<file path="src/rtl/leb128_byte_collector.sv">
// leb128_byte_collector
// Framing stage in front of the parallel LEB128 decoders. It collects the bytes
// of one LEB128 value from a valid/ready byte stream. It then presents them as
// a zero-padded 80-bit word, together with a length and an overlong flag, on a
// second valid/ready handshake.
//
// Optional feature: define LEB128_COLLECT_BYPASS_EN to let a new byte be
// accepted in the same cycle the held value is consumed. This gives one
// single-byte value per cycle. Without it, one bubble cycle separates values.
module leb128_byte_collector #(
  parameter int MAX_BYTES = 10
) (
  input  logic        clk,
  input  logic        rst,
  input  logic        flush,
  input  logic [7:0]  s_data,
  input  logic        s_valid,
  output logic        s_ready,
  output logic [79:0] m_bytes,
  output logic [3:0]  m_len,
  output logic        m_err,
  output logic        m_valid,
  input  logic        m_ready
);

  localparam logic [3:0] LAST_IDX = 4'(MAX_BYTES - 1);

  typedef enum logic {
    COLLECT,
    HOLD
  } state_t;

  state_t     state;
  logic [3:0] cnt;
  logic       accept;
  logic       xfer;
  logic       last_byte;

  // m_valid comes straight from the state register, so it is glitch-free.
  assign m_valid   = (state == HOLD);
  assign accept    = s_valid & s_ready;
  assign xfer      = m_valid & m_ready;
  // A byte ends the value if its continuation bit is clear, or if it fills the last slot.
  assign last_byte = ~s_data[7] | (cnt == LAST_IDX);

  // Input readiness: a flush blocks acceptance; HOLD accepts only in bypass builds.
  always_comb begin
    s_ready = 1'b0;
    if (!flush) begin
      case (state)
        COLLECT: s_ready = 1'b1;
`ifdef LEB128_COLLECT_BYPASS_EN
        HOLD:    s_ready = m_ready;
`else
        HOLD:    s_ready = 1'b0;
`endif
        default: s_ready = 1'b0;
      endcase
    end
  end

  // Collector FSM: byte slots, count, length/error flags and state.
  always_ff @(posedge clk) begin
    // NOTE: every register here uses non-blocking assignment. The slot loop then
    // sees the pre-edge cnt, not a value already updated earlier in this block.
    if (rst) begin
      state   <= COLLECT;
      cnt     <= '0;
      m_bytes <= '0;
      m_len   <= '0;
      m_err   <= 1'b0;
    end else if (flush) begin
      state   <= COLLECT;
      cnt     <= '0;
      m_bytes <= '0;
      m_len   <= '0;
      m_err   <= 1'b0;
    end else begin
      case (state)
        COLLECT: begin
          if (accept) begin
            for (int k = 0; k < 10; k++) begin
              // Slots at or above MAX_BYTES are never written and stay 0x00.
              if (k < MAX_BYTES && cnt == 4'(k)) m_bytes[8*k +: 8] <= s_data;
            end
            if (last_byte) begin
              state <= HOLD;
              m_len <= cnt + 4'd1;
              m_err <= s_data[7];
              cnt   <= '0;
            end else begin
              cnt <= cnt + 4'd1;
            end
          end
        end
        HOLD: begin
          if (xfer) begin
`ifdef LEB128_COLLECT_BYPASS_EN
            if (accept) begin
              // Release the held value and start the next value in slot 0, all in one cycle.
              m_bytes <= {72'h0, s_data};
              if (!s_data[7] || MAX_BYTES == 1) begin
                state <= HOLD;
                m_len <= 4'd1;
                m_err <= s_data[7];
                cnt   <= '0;
              end else begin
                state <= COLLECT;
                m_len <= '0;
                m_err <= 1'b0;
                cnt   <= 4'd1;
              end
            end else begin
              state   <= COLLECT;
              m_bytes <= '0;
              m_len   <= '0;
              m_err   <= 1'b0;
            end
`else
            state   <= COLLECT;
            m_bytes <= '0;
            m_len   <= '0;
            m_err   <= 1'b0;
`endif
          end
        end
        default: state <= COLLECT;
      endcase
    end
  end

endmodule

</file>
<file path="config.mk">
export PLATFORM = sky130hd
export DESIGN_NAME = leb128_byte_collector
export DESIGN_NICKNAME = d
export VERILOG_FILES = /design/src/rtl/leb128_byte_collector.sv
export SDC_FILE = /design/constraint.sdc
export NUM_CORES = 1
export LEC_CHECK = 0
export BUFFER_PORTS_ARGS = -buffer_cell sky130_fd_sc_hd__buf_2
export CAP_MARGIN = 0
export CORE_ASPECT_RATIO = 2
export CORE_UTILIZATION = 52
export DETAILED_ROUTE_END_ITERATION = 10
export PLACE_DENSITY = 0.89
export SYNTH_ARGS = -nofsm -noshare
export SYNTH_HDL_FRONTEND = slang
export SYNTH_SLANG_ARGS = --single-unit
</file>
<file path="constraint.sdc">
create_clock -name clk -period 1.7 [get_ports clk]
set_input_delay 0.34 -clock clk [delete_from_list [all_inputs] [get_ports clk]]
set_output_delay 0.34 -clock clk [all_outputs]
set_load 0.02 [all_outputs]
</file>
==> run_results.csv, run 1 <==
group,metric,value,unit
status,outcome,"finished, final reports clean",
clock_network,cts_tree,"yes",
timing,fin_skew,0.00991,ns
logic_synthesis,async_flop_share,0,%
placed_design,dp_hpwl,6720,um
timing,rsz0062_at_grt,"false",
floorplan,coreArea,6670,um2
grt,grt_pass1_vias,2842,
floorplan,initial_utilization,54.4,%
timing,worst_pin_slew,0.462,ns
clock_network,cts_hold_buf,0,
drt,viasPerCell,5.49,
worst_setup_path,cp-end-kind,"flip-flop",
worst_setup_path,arrival,1.84,ns
timing,timing.slew.headroom,69.2,%
logic_synthesis,ys.flop_type,"dfxtp_1",
timing,timing.final.crit_share,93.7,%
logic_synthesis,syn_inst,344,
grt,grt_overflow_total,0,
finish,diodes,0,
drt,wl_per_cell,17.7,um
floorplan,die_w,61.1,um
timing,fmax,628,MHz
clock_network,clock_path_buffers,2,
worst_hold_path,hold_class,"in2reg",
timing,finalSetupTns,0,ns
power,ir_drop,0.000670,V
logic_synthesis,yosys_warnings,0,
finish,fin_nets,469,
grt,track_usage,27.9,%
logic_synthesis,synthDistinctLibCells,33,
logic_synthesis,syn-cell-area,3630,um2
logic_synthesis,synth_edf_count,0,
worst_setup_path,required,1.95,ns
timing,min_period,1.59,ns
finish,post-route-util,69.4,%
clock_network,insertion_delay,0.34,ns
floorplan,die_height,120,um
logic_synthesis,ys_seq_area_share,49.6,%
grt,grt_start_max_net_pins,48,
logic_synthesis,avgSynthCellArea,10.6,um2
drt,vias,2994,
grt,antenna_found_initial,0,
finish,mostFrequentLayoutCells,"buf_2 (99), dfxtp_1 (89), nand2_1 (87), mux2i_1 (84), clkbuf_16 (9)",
clock_network,cts_max_level,3,
power,leakage,2.56,nW
power,pwr_density_cell,895,nW/um2
timing,finalHoldViolations,0,
clock_network,clkTransAtPathRegs,0.06,ns
worst_setup_path,crit_type,"reg2reg",
finish,area_delta_synth_final,27.6,%
grt,grt_pass1_wl,14600,um
drt,detail-route-antenna-nets,0,
finish,drive_above_1_share,33.0,%
timing,setup_viol_count_final,0,
floorplan,num_rows,42,
drt,drt_iter0_markers,177,
drt,drt-total-wl,9640,um
floorplan,die_area,7340,um2
flow_run,cap_violations,0,
logic_synthesis,syn_nets,361,
drt,firstDrtPassIters,5,
clock_network,root_buffer,"clkbuf_16",
timing,drv_slew,0,
timing,whs,0.350,ns
clock_network,numCtsBuffers,9,
worst_setup_path,critPathLaunchType,"flip-flop",
floorplan,io_pins,100,
logic_synthesis,synth_seq_cells,90,
worst_setup_path,critPathMaxFanout,8,
clock_network,cts_sinks,90,
finish,final_common_cell,"buf_2",
drt,drcViolationCount,0,
placed_design,place.gp.congestion,0.855,
placed_design,port-buffer-count,99,
power,power.total,4.15,mW
## cell type report
cell class | count | area, um2
Clock buffer | 14 | 254
Inverter | 3 | 11.3
Multi-Input combinational cell | 233 | 1740
Timing Repair Buffer | 115 | 707
Sequential cell | 90 | 1800
Fill cell | 517 | 2040
Clock inverter | 2 | 12.5
Tap cell | 88 | 110
## metrics by stage
step / worst slack [ns] / cell area, um2 / instances
after floorplan: 0.141 / 3630 / 344
after global placement: 0.151 / 4320 / 527
after detailed placement: 0.107 / 4320 / 527
after CTS: 0.0255 / 4590 / 543
after global routing: 0.0120 / 4630 / 545
final: 0.107 / 4630 / 545
## power breakdown
group / internal (mW) / total, mW / leakage, nW / switching, mW
Sequential: 2.12 / 2.12 / 0.726 / 0.00650
Clock: 1.03 / 1.80 / 0.127 / 0.768
Combinational: 0.0760 / 0.223 / 1.71 / 0.147
## path summary, 6_finish.rpt
check	from	to	slack, ns	cells after the start
min	m_ready	m_valid	0.35	3
max	cnt[1]	m_bytes[43]	0.11	6
max reg2reg	cnt[1]	m_bytes[43]	0.11	6
min reg2reg	m_bytes[42]	m_bytes[42]	0.46	2
## critical path: stages, from the launching register on
cell and delay [ns]:
dfxtp_1 0.40, inv_1 0.09, ha_1 0.24, and3b_1 0.22, o22ai_2 0.13, buf_6 0.18
mux2i_1 0.24
## logic make-up after synthesis
logic type      share of synthesized area, %
xor+xnor                               0.241
simple gates                            16.2
fa+ha+maj                               1.38
buf+inv                                 2.79
mux                                     23.2
flops                                   49.6
compound gates                          6.65
## cells in the mapped netlist, types with 3 or more instances
| cell | n | area share, % |
|---|---|---|
| nand2_2 | 7 | 1.2 |
| dfxtp_1 | 90 | 50 |
| o22ai_4 | 5 | 2.8 |
| and3b_1 | 6 | 1.4 |
| o22ai_1 | 3 | 0.52 |
| ha_1 | 4 | 1.4 |
| nand3_1 | 6 | 0.83 |
| nor3b_1 | 5 | 1.0 |
| clkbuf_1 | 12 | 1.2 |
| o22ai_2 | 5 | 1.7 |
| buf_2 | 3 | 0.41 |
| nand2_1 | 87 | 9.0 |
| inv_1 | 3 | 0.31 |
| mux2i_1 | 84 | 23 |
## state kept, by name, indices dropped and copies added, names as in the netlist
name and cells:
m_bytes 80, m_valid 1, m_err 1, cnt 4, m_len 4
## repair_timing
action,in CTS,in global routing
setup buffers,0,2
endpoints found under the setup margin,0,14
resized for setup,0,2
## metal layers
| layer | vias up | track usage [%] | wire length [um] |
|---|---|---|---|
| met5 | - | 0 | 0 |
| met4 | 0 | 15.6 | 333 |
| met3 | 25 | 8.02 | 410 |
| met2 | 88 | 46.2 | 5340 |
| met1 | 1484 | 30.3 | 3550 |
| li1 | 1397 | - | - |
Note: power is estimated with default switching activity, not from simulation.
==> inputs of run 2 (changes only) <==
- GPL_TIMING_DRIVEN: default -> 0
==> run 2 against run 1 <==
Compared with the run above:
- sequential power hardly changed
- sequential share of layout area shrank 1.3 points
- sequential cell count unchanged
- via count increased by 5.8%
- critical path type unchanged
- critical endpoint is now m_bytes[33]
- clock skew down 0.0036 ns
- largest cell class unchanged
- final cell count grew 2.2%
- count of clock-buffer cells in the layout fell by 4
- global-route usage is 1.1 points higher
==> run_results.csv, run 2 (synthesis gave the netlist of run 1 again) <==
group,metric,value,unit
placed_design,place.gp.congestion,0.896,
drt,dr_wl_met2,5760,um
timing,setup_viol_count_final,0,
finish,area_delta_synth_final,31.8,%
finish,largest_register,"m_bytes",
drt,drt-met1-wl,3820,um
clock_network,clock_path_buffers,2,
drt,top_layer,"met4",
finish,mostFrequentLayoutCells,"buf_2 (100), dfxtp_1 (90), nand2_1 (87), mux2i_1 (83), o22ai_4 (10)",
finish,fin_nets,481,
worst_setup_path,crit_type,"reg2reg",
drt,drt-total-wl,10700,um
drt,drt_iter0_markers,171,
timing,timing.slew.headroom,65.8,%
worst_setup_path,required,1.97,ns
drt,drcViolationCount,0,
clock_network,cts_tree,"yes",
timing,drv_slew,0,
grt,grt_overflow_total,0,
worst_setup_path,critPathMaxFanout,8,
power,pwr_density_cell,943,nW/um2
clock_network,clkTransAtPathRegs,0.06,ns
clock_network,insertion_delay,0.34,ns
power,ir_drop,0.000870,V
worst_hold_path,hold_class,"in2reg",
timing,timing.final.crit_share,99.0,%
timing,whs,0.339,ns
worst_setup_path,r2r-start,"cnt[0]",
finish,drive_above_1_share,33.9,%
drt,viasPerCell,5.69,
power,power.total,4.51,mW
worst_setup_path,path_buf_inv,1,
floorplan,num_rows,42,
finish,diodes,0,
finish,final_cell_count_no_fill,557,
drt,wl_per_cell,19.1,um
grt,grt_pass1_wl,15300,um
finish,final_common_cell,"buf_2",
floorplan,coreArea,6670,um2
worst_setup_path,arrival,1.95,ns
timing,fin_skew,0.00630,ns
timing,fmax,594,MHz
worst_setup_path,critPathLaunch,"cnt[0]",
timing,worst_pin_slew,0.513,ns
drt,wl_met3,553,um
clock_network,numCtsBuffers,9,
power,leakage,2.56,nW
worst_setup_path,worstPathCellList,"inv_1 > ha_1 > and3b_1 > o22ai_4 > mux2i_1",
grt,grt_pass1_vias,3063,
grt,track_usage,29.0,%
floorplan,die_area,7340,um2
flow_run,cap_violations,0,
grt,grt_start_max_net_pins,16,
placed_design,port-buffer-count,98,
grt,antenna_found_initial,0,
worst_setup_path,crit_family,"flip-flops",
drt,detail-route-antenna-nets,0,
drt,vias,3168,
floorplan,initial_utilization,54.4,%
worst_setup_path,crit_slowest_cell,"dfxtp_1",
finish,reg_top3,"m_bytes (80), cnt (4), m_len (4)",
status,outcome,"finished, final reports clean",
clock_network,root_buffer,"clkbuf_16",
worst_setup_path,critPathLaunchType,"flip-flop",
placed_design,placedCellCount,530,
timing,min_period,1.68,ns
floorplan,die_height,120,um
clock_network,cts_max_level,3,
worst_hold_path,hp-start,"m_ready",
timing,finalHoldViolations,0,
drt,firstDrtPassIters,4,
clock_network,cts_sinks,90,
worst_setup_path,worst_path_largest_cell_delay,0.41,ns
worst_setup_path,cp-end-kind,"flip-flop",
placed_design,dp_hpwl,6970,um
floorplan,die_w,61.1,um
finish,largest_reg_flops,80,
floorplan,io_pins,100,
timing,finalSetupTns,0,ns
-- run 2: cell types whose count changed in the layout (fill, tap and decap cells not counted), moves of 2 or more --
cell / delta
nor3b_1: -2
bufinv_16: +2
o22ai_4: +5
clkbuf_2: +3
nor3b_2: +2
o22ai_2: -5
clkbuf_1: +5
-- run 2: area by class of cell --
cell class / count / area, um2
clock buffers: 10 / 239
inverters: 3 / 11.3
plain buffers: 18 / 109
repair buffers: 109 / 636
fillers: 467 / 1890
clock inverters: 6 / 87.6
well taps: 88 / 110
flip-flops and latches: 90 / 1800
multi-input cells: 233 / 1790
-- run 2: timing repair --
| item | in CTS | in global routing |
|---|---|---|
| cloned | 0 | 0 |
| setup buffers | 2 | 9 |
| setup endpoints to repair | 34 | 61 |
| pin swaps | 3 | 6 |
| hold buffers | 0 | 0 |
| gates resized for setup | 8 | 12 |
-- run 2: path summary, 6_finish.rpt --
path	endpoint	slack (ns)	cells past startpoint
worst max-delay path	m_bytes[33]	0.02	5
worst min-delay path	m_valid	0.34	3
worst max register to register	m_bytes[33]	0.02	5
worst min register to register	m_bytes[27]	0.46	2
-- run 2: power breakdown --
| group | internal (mW) | switching [mW] | total, mW |
|---|---|---|---|
| Combinational | 0.0761 | 0.161 | 0.237 |
| Clock | 1.33 | 0.822 | 2.15 |
| Sequential | 2.12 | 0.00611 | 2.12 |
| Total | 3.52 | 0.989 | 4.51 |
-- run 2: stage by stage --
stage	setup slack, ns	area [um2]	util [%]
2_1_floorplan	0.141	3630	-
3_3_place_gp	0.00872	4230	63.4
3_5_place_dp	-0.0756	4230	63.4
4_1_cts	0.00345	4640	69.5
5_1_grt	-0.0595	4790	71.7
6_report	0.0162	4790	71.7
-- run 2: routing by layer --
metal | vias up | GRT usage, %
li1 | 1422 | -
met1 | 1554 | 31.2
met2 | 144 | 49.0
met3 | 48 | 5.88
met4 | 0 | 18.3
met5 | - | 0
-- run 2: worst register-to-register path, stage by stage (launching register included) --
cell,delay [ns]
dfxtp_1,0.41
inv_1,0.11
ha_1,0.27
and3b_1,0.24
o22ai_4,0.33
mux2i_1,0.24
